==> config.mk <==
export PLATFORM = sky130hd
export DESIGN_NAME = bp_cce_hybrid_pending_wr_arb
export DESIGN_NICKNAME = d
export VERILOG_FILES = /design/src/rtl/bp_cce_hybrid_pending_wr_arb.sv
export SDC_FILE = /design/constraint.sdc
export NUM_CORES = 1
export LEC_CHECK = 0
export CAP_MARGIN = 0
export CORE_MARGIN = 3
export CORE_UTILIZATION = 55
export DETAILED_ROUTE_END_ITERATION = 10
export HOLD_SLACK_MARGIN = 0.15
export PLACE_DENSITY = 0.85
export SLEW_MARGIN = 15
export SYNTH_ARGS = -nofsm -noshare
export SYNTH_HDL_FRONTEND = slang
export SYNTH_SLANG_ARGS = --single-unit
==> constraint.sdc <==
create_clock -name clk_i -period 6.04 [get_ports clk_i]
set_clock_uncertainty 0.05 [all_clocks]
set_input_delay 0.906 -clock clk_i [delete_from_list [all_inputs] [get_ports clk_i]]
set_output_delay 0.906 -clock clk_i [all_outputs]
set_load 0.02 [all_outputs]
==> src/rtl/bp_cce_hybrid_pending_wr_arb.sv <==
`default_nettype none
// bp_cce_hybrid_pending_wr_arb: merges buffered pending-bit increments and decrements
// onto one registered write port; decrements win unless an increment has starved.
module bp_cce_hybrid_pending_wr_arb #(
   parameter int paddr_width_p       = 40,
   parameter int addr_offset_p       = 6,
   parameter int lg_cce_way_groups_p = 4,
   parameter int lg_num_way_groups_p = 3,
   parameter int up_els_p            = 2,
   parameter int down_els_p          = 4,
   parameter int max_starve_p        = 3
) (
   input  logic                     clk_i,
   input  logic                     reset_n_i,
   input  logic                     up_v_i,
   output logic                     up_ready_and_o,
   input  logic [paddr_width_p-1:0] up_addr_i,
   input  logic                     up_bypass_i,
   input  logic                     up_clear_i,
   input  logic                     down_v_i,
   output logic                     down_ready_and_o,
   input  logic [paddr_width_p-1:0] down_addr_i,
   input  logic                     down_bypass_i,
   output logic                     w_v_o,
   output logic [paddr_width_p-1:0] w_addr_o,
   output logic                     w_addr_bypass_hash_o,
   output logic                     up_o,
   output logic                     down_o,
   output logic                     clear_o,
   output logic                     idle_o
);

   localparam int way_w_lp    = (lg_cce_way_groups_p > lg_num_way_groups_p)
                                ? lg_cce_way_groups_p : lg_num_way_groups_p;
   localparam int up_ptr_w_lp = (up_els_p > 1) ? $clog2(up_els_p) : 1;
   localparam int dn_ptr_w_lp = (down_els_p > 1) ? $clog2(down_els_p) : 1;
   localparam int up_cnt_w_lp = $clog2(up_els_p + 1);
   localparam int dn_cnt_w_lp = $clog2(down_els_p + 1);
   localparam int st_w_lp     = $clog2(max_starve_p + 1);

   localparam logic [up_ptr_w_lp-1:0] up_last_lp  = up_ptr_w_lp'(up_els_p - 1);
   localparam logic [dn_ptr_w_lp-1:0] dn_last_lp  = dn_ptr_w_lp'(down_els_p - 1);
   localparam logic [up_cnt_w_lp-1:0] up_full_lp  = up_cnt_w_lp'(up_els_p);
   localparam logic [dn_cnt_w_lp-1:0] dn_full_lp  = dn_cnt_w_lp'(down_els_p);
   localparam logic [st_w_lp-1:0]     st_max_lp   = st_w_lp'(max_starve_p);

   logic                     ready_en_q;
   logic [paddr_width_p-1:0] up_addr_mem [up_els_p];
   logic                     up_byp_mem  [up_els_p];
   logic                     up_clr_mem  [up_els_p];
   logic [paddr_width_p-1:0] dn_addr_mem [down_els_p];
   logic                     dn_byp_mem  [down_els_p];

   logic [up_ptr_w_lp-1:0] up_head_q, up_head_d, up_tail_q, up_tail_d;
   logic [dn_ptr_w_lp-1:0] dn_head_q, dn_head_d, dn_tail_q, dn_tail_d;
   logic [up_cnt_w_lp-1:0] up_cnt_q, up_cnt_d;
   logic [dn_cnt_w_lp-1:0] dn_cnt_q, dn_cnt_d;
   logic [st_w_lp-1:0]     starve_q, starve_d;

   logic                     w_v_q, w_v_d, w_byp_q, w_byp_d;
   logic                     up_q, up_d, down_q, down_d, clear_q, clear_d;
   logic [paddr_width_p-1:0] w_addr_q, w_addr_d;

   logic                 up_push, up_pop, dn_push, dn_pop;
   logic                 up_hv, dn_hv, coalesce, grant_up, grant_dn;
   logic [way_w_lp-1:0]  up_way, dn_way;
   logic [way_w_lp:0]    up_key, dn_key;

   // ready is held low until the first edge after reset release
   assign up_ready_and_o   = ready_en_q & (up_cnt_q != up_full_lp);
   assign down_ready_and_o = ready_en_q & (dn_cnt_q != dn_full_lp);
   assign up_push = up_v_i & up_ready_and_o;
   assign dn_push = down_v_i & down_ready_and_o;
   assign up_hv   = (up_cnt_q != '0);
   assign dn_hv   = (dn_cnt_q != '0);

   always_comb begin
      up_way = up_byp_mem[up_head_q]
               ? way_w_lp'(up_addr_mem[up_head_q][0+:lg_num_way_groups_p])
               : way_w_lp'(up_addr_mem[up_head_q][addr_offset_p+:lg_cce_way_groups_p]);
      dn_way = dn_byp_mem[dn_head_q]
               ? way_w_lp'(dn_addr_mem[dn_head_q][0+:lg_num_way_groups_p])
               : way_w_lp'(dn_addr_mem[dn_head_q][addr_offset_p+:lg_cce_way_groups_p]);
      up_key = {up_byp_mem[up_head_q], up_way};
      dn_key = {dn_byp_mem[dn_head_q], dn_way};
   end

   always_comb begin
      coalesce = up_hv & dn_hv & ~up_clr_mem[up_head_q] & (up_key == dn_key);
      grant_up = ~coalesce & up_hv & (~dn_hv | (starve_q == st_max_lp));
      grant_dn = ~coalesce & dn_hv & ~grant_up;
      up_pop   = grant_up | coalesce;
      dn_pop   = grant_dn | coalesce;

      starve_d = starve_q;
      if (~up_hv | grant_up)
         starve_d = '0;
      else if (grant_dn && (starve_q != st_max_lp))
         starve_d = starve_q + 1'b1;
   end

   always_comb begin
      up_head_d = up_head_q;
      up_tail_d = up_tail_q;
      dn_head_d = dn_head_q;
      dn_tail_d = dn_tail_q;
      if (up_pop)  up_head_d = (up_head_q == up_last_lp) ? '0 : up_head_q + 1'b1;
      if (up_push) up_tail_d = (up_tail_q == up_last_lp) ? '0 : up_tail_q + 1'b1;
      if (dn_pop)  dn_head_d = (dn_head_q == dn_last_lp) ? '0 : dn_head_q + 1'b1;
      if (dn_push) dn_tail_d = (dn_tail_q == dn_last_lp) ? '0 : dn_tail_q + 1'b1;
      up_cnt_d = up_cnt_q + up_cnt_w_lp'(up_push) - up_cnt_w_lp'(up_pop);
      dn_cnt_d = dn_cnt_q + dn_cnt_w_lp'(dn_push) - dn_cnt_w_lp'(dn_pop);
   end

   // idle cycles drive every write field back to zero
   always_comb begin
      w_v_d    = grant_up | grant_dn;
      up_d     = grant_up;
      down_d   = grant_dn;
      clear_d  = grant_up & up_clr_mem[up_head_q];
      w_addr_d = '0;
      w_byp_d  = 1'b0;
      if (grant_up) begin
         w_addr_d = up_addr_mem[up_head_q];
         w_byp_d  = up_byp_mem[up_head_q];
      end else if (grant_dn) begin
         w_addr_d = dn_addr_mem[dn_head_q];
         w_byp_d  = dn_byp_mem[dn_head_q];
      end
   end

   always_ff @(posedge clk_i) begin
      if (up_push) begin
         up_addr_mem[up_tail_q] <= up_addr_i;
         up_byp_mem[up_tail_q]  <= up_bypass_i;
         up_clr_mem[up_tail_q]  <= up_clear_i;
      end
      if (dn_push) begin
         dn_addr_mem[dn_tail_q] <= down_addr_i;
         dn_byp_mem[dn_tail_q]  <= down_bypass_i;
      end
   end

   always_ff @(posedge clk_i or negedge reset_n_i) begin
      if (!reset_n_i) begin
         ready_en_q <= 1'b0;
         up_head_q  <= '0;
         up_tail_q  <= '0;
         up_cnt_q   <= '0;
         dn_head_q  <= '0;
         dn_tail_q  <= '0;
         dn_cnt_q   <= '0;
         starve_q   <= '0;
         w_v_q      <= 1'b0;
         w_addr_q   <= '0;
         w_byp_q    <= 1'b0;
         up_q       <= 1'b0;
         down_q     <= 1'b0;
         clear_q    <= 1'b0;
      end else begin
         ready_en_q <= 1'b1;
         up_head_q  <= up_head_d;
         up_tail_q  <= up_tail_d;
         up_cnt_q   <= up_cnt_d;
         dn_head_q  <= dn_head_d;
         dn_tail_q  <= dn_tail_d;
         dn_cnt_q   <= dn_cnt_d;
         starve_q   <= starve_d;
         w_v_q      <= w_v_d;
         w_addr_q   <= w_addr_d;
         w_byp_q    <= w_byp_d;
         up_q       <= up_d;
         down_q     <= down_d;
         clear_q    <= clear_d;
      end
   end

   assign w_v_o                = w_v_q;
   assign w_addr_o             = w_addr_q;
   assign w_addr_bypass_hash_o = w_byp_q;
   assign up_o                 = up_q;
   assign down_o               = down_q;
   assign clear_o              = clear_q;
   assign idle_o               = ~up_hv & ~dn_hv & ~w_v_q;

endmodule
`default_nettype wire

==> results.toml <==
[clocking]
cts_tree = "done"
cts_hold_buf = 0
numCtsBuffers = 29
clock_path_buffers = 3
htreeDepth = 1
cts_root_buf = "clkbuf_16"
cts.repair.resized = 0
clk_latency_ns = 0.53
cts_setup_buffers = 0
cts_sinks = 307
clkTransAtPathRegs_ns = 0.06

[floorplan]
pin_count = 135
num_rows = 53
core-area_sq_um = 21150
start_util = 0.5630
die_w_um = 153.2
die_y_um = 153.2
die-area_sq_um = 23450

[logic_synthesis]
syn_area_sq_um = 11910
synth-adder-area-share = 0.01219
synth_mux_area_frac = 0.1241
synthDistinctLibCells = 34
synth_top_area_frac = 0.6253
synth_edf_count = 248
synthXorXnorAreaFrac = 0.007354
syn-num-nets = 713
synthFlopType = "edfxtp_1"
synth_top_family_by_area = "multiplexers"
yosysSeqAreaShare = 0.7493
yosysTopAreaCell = "edfxtp_1"
yosys-top-cells-area = "edfxtp_1, dfrtp_1, mux4_2, nor2_4, mux2i_1"
synth-compound-area-share = 0.02437
synthCells = 615
synth_area_per_cell_sq_um = 19.36
synth_simple_gate_area_frac = 0.06178
ys_warn_count = 0
synth_seq_cells = 307
postSynth.asyncResetShare = 0.1922

[place]
post-dp-hpwl_um = 14860
routabilityCongestion = 0.8029
numPortBuffers = 134

[power]
p_leak_uw = 0.005046
power_density_nw_per_um2 = 494.7
peakVddDrop_v = 0.0002651

[global_routing]
grt_pass1_wl_um = 36520
overflow = 0
track_usage = 0.2025
grt_pass1_vias = 6501
grt_max_degree = 60
antenna_found_initial = 1

[timing]
post-route-period-util = 0.6910
setup_viol = 0
max_freq_ghz = 0.2396
period_needed_ns = 4.173
relSlewSlack = 0.2453
finalHoldViolations = 0
hold-worst-slack_ns = 0.4912
worst_pin_slew_ns = 1.132
report.final.slew_viol_count = 0
rsz0062_at_grt = "no"
final.setup.tns_ns = 0

[setup_path]
r2r_end = "dn_cnt_q[2]$_DFF_PN0_"
critical_path_class = "register to register"
critPathCaptureType = "register"
arrival_ns = 4.58
reg2reg_depth = 12
critical_path.max_fanout = 42
rrSetupSlack_ns = 1.87
critPathLaunchType = "register"
worstPathRequired_ns = 6.44
worstReg2RegStart = "dn_cnt_q[0]$_DFF_PN0_"

[detailed_routing]
avgViaCountPerCell = 5.658
ant_nets = 0
avgRoutedWirePerCell_um = 22.53
num_vias = 5975
drt-total-wl_um = 23790
drt_pre_antenna_iters = 5
drc = 0
drtIter0Drc = 616

[run]
drv_cap = 0

[finish]
layout_commonest_cell = "edfxtp_1"
fillCellCount = 1277
drive_gt1_frac = 0.1836
nets = 856
final_cell_mix = "edfxtp_1, clkdlybuf4s50_1, dfrtp_1"
synthToLayoutAreaGrowth_pct = 20.34

[min_path]
worstHoldPathType = "primary input to asynchronous set/reset pin"

[status]
outcome = "finished clean"
==> where the power goes <==
group          switching (uW)  internal (uW)  total, uW
Clock                     701            916       1620
Combinational            1370           1130       2500
Sequential                262           2710       2980
==> sequential cells by signal, summed over array words and instances, names as in the netlist <==
| name | cells |
|---|---|
| down_o | 1 |
| dn_addr_mem | 160 |
| w_v_o | 1 |
| clear_o | 1 |
| up_clr_mem | 2 |
| starve_q | 2 |
| w_addr_bypass_hash_o | 1 |
| up_cnt_q | 2 |
| dn_byp_mem | 4 |
| ready_en_q | 1 |
| dn_head_q | 2 |
| up_o | 1 |
| dn_cnt_q | 3 |
| w_addr_o | 40 |
| dn_tail_q | 2 |
| up_byp_mem | 2 |
| up_tail_q | 1 |
| up_addr_mem | 80 |
| up_head_q | 1 |
==> cell usage after synthesis (all sizes together) (2+ instances only) <==
master	instances
a21boi	2
clkbuf	11
buf	17
mux2	9
inv	9
nor3	4
dfrtp	59
nand2	6
mux4	41
nor2	87
a21oi	39
xor2	4
a21o	2
xnor2	6
ha	10
a22oi	6
and3	5
edfxtp	248
mux2i	43
==> worst max-delay path: stages (launching register included) <==
cell     delay [ns]
dfrtp_1        0.40
nor3_1         0.88
nor2_1         0.10
nor2_1         0.66
nor2_4         0.36
a21oi_2        0.31
inv_1          0.08
ha_1           0.27
inv_1          0.04
ha_1           0.18
fa_1           0.37
xnor2_1        0.22
xnor2_1        0.15
==> cell families after synthesis <==
family,after synthesis
buf+inv,37
mux,93
simple gates,105
fa+ha+maj,11
flops,307
other cells,1
xor+xnor,10
compound gates,51
==> routing by layer <==
| layer | vias up | part of all wire | wire [um] | track usage |
|---|---|---|---|---|
| li1 | 2639 | - | - | - |
| met1 | 3045 | 0.38 | 9098 | 0.2599 |
| met2 | 253 | 0.53 | 12670 | 0.3611 |
| met3 | 38 | 0.059 | 1403 | 0.03086 |
| met4 | 0 | 0.026 | 618 | 0.05982 |
| met5 | - | 0 | 0 | 0 |
==> how the worst max path moves through the flow <==
stage	start	end	depth (start not counted)	slack (ns)
after floorplan	up_cnt_q[1]$_DFF_PN0_	up_addr_mem[0][0]$_DFFE_PP_	3	2.51
after global placement	dn_head_q[1]$_DFFE_PN0P_	w_addr_o[17]$_DFF_PN0_	7	2.20
after detailed placement	dn_cnt_q[1]$_DFF_PN0_	dn_cnt_q[2]$_DFF_PN0_	12	2.00
after CTS	dn_cnt_q[1]$_DFF_PN0_	dn_cnt_q[2]$_DFF_PN0_	12	1.93
after global routing	dn_cnt_q[0]$_DFF_PN0_	dn_cnt_q[2]$_DFF_PN0_	12	1.54
final	dn_cnt_q[0]$_DFF_PN0_	dn_cnt_q[2]$_DFF_PN0_	12	1.87
==> per-stage QoR <==
step           power (uW)  worst slack (ns)  utilization  area, sq um  instances
3_3_place_gp         5353             2.201       0.6360        13450       1001
5_1_grt              7422             1.541       0.6774        14330       1055
4_1_cts              7117             1.935       0.6758        14300       1053
3_5_place_dp         5481             2.004       0.6360        13450       1001
2_1_floorplan        4681             2.506            -        11910        615
6_report             7090             1.867       0.6775        14330       1056
==> final cells by class <==
cell class | instances | area (sq um) | area share
clock inverters | 4 | 23.77 | 0.001659
clock buffers | 48 | 817.0 | 0.05701
diodes | 2 | 5.005 | 0.0003492
repair buffers | 140 | 1401 | 0.09778
inverters | 9 | 33.78 | 0.002357
flip-flops and latches | 307 | 8927 | 0.6229
well taps | 275 | 344.1 | 0.02401
multi-input cells | 271 | 2779 | 0.1939
(Power assumes the default switching activity.)
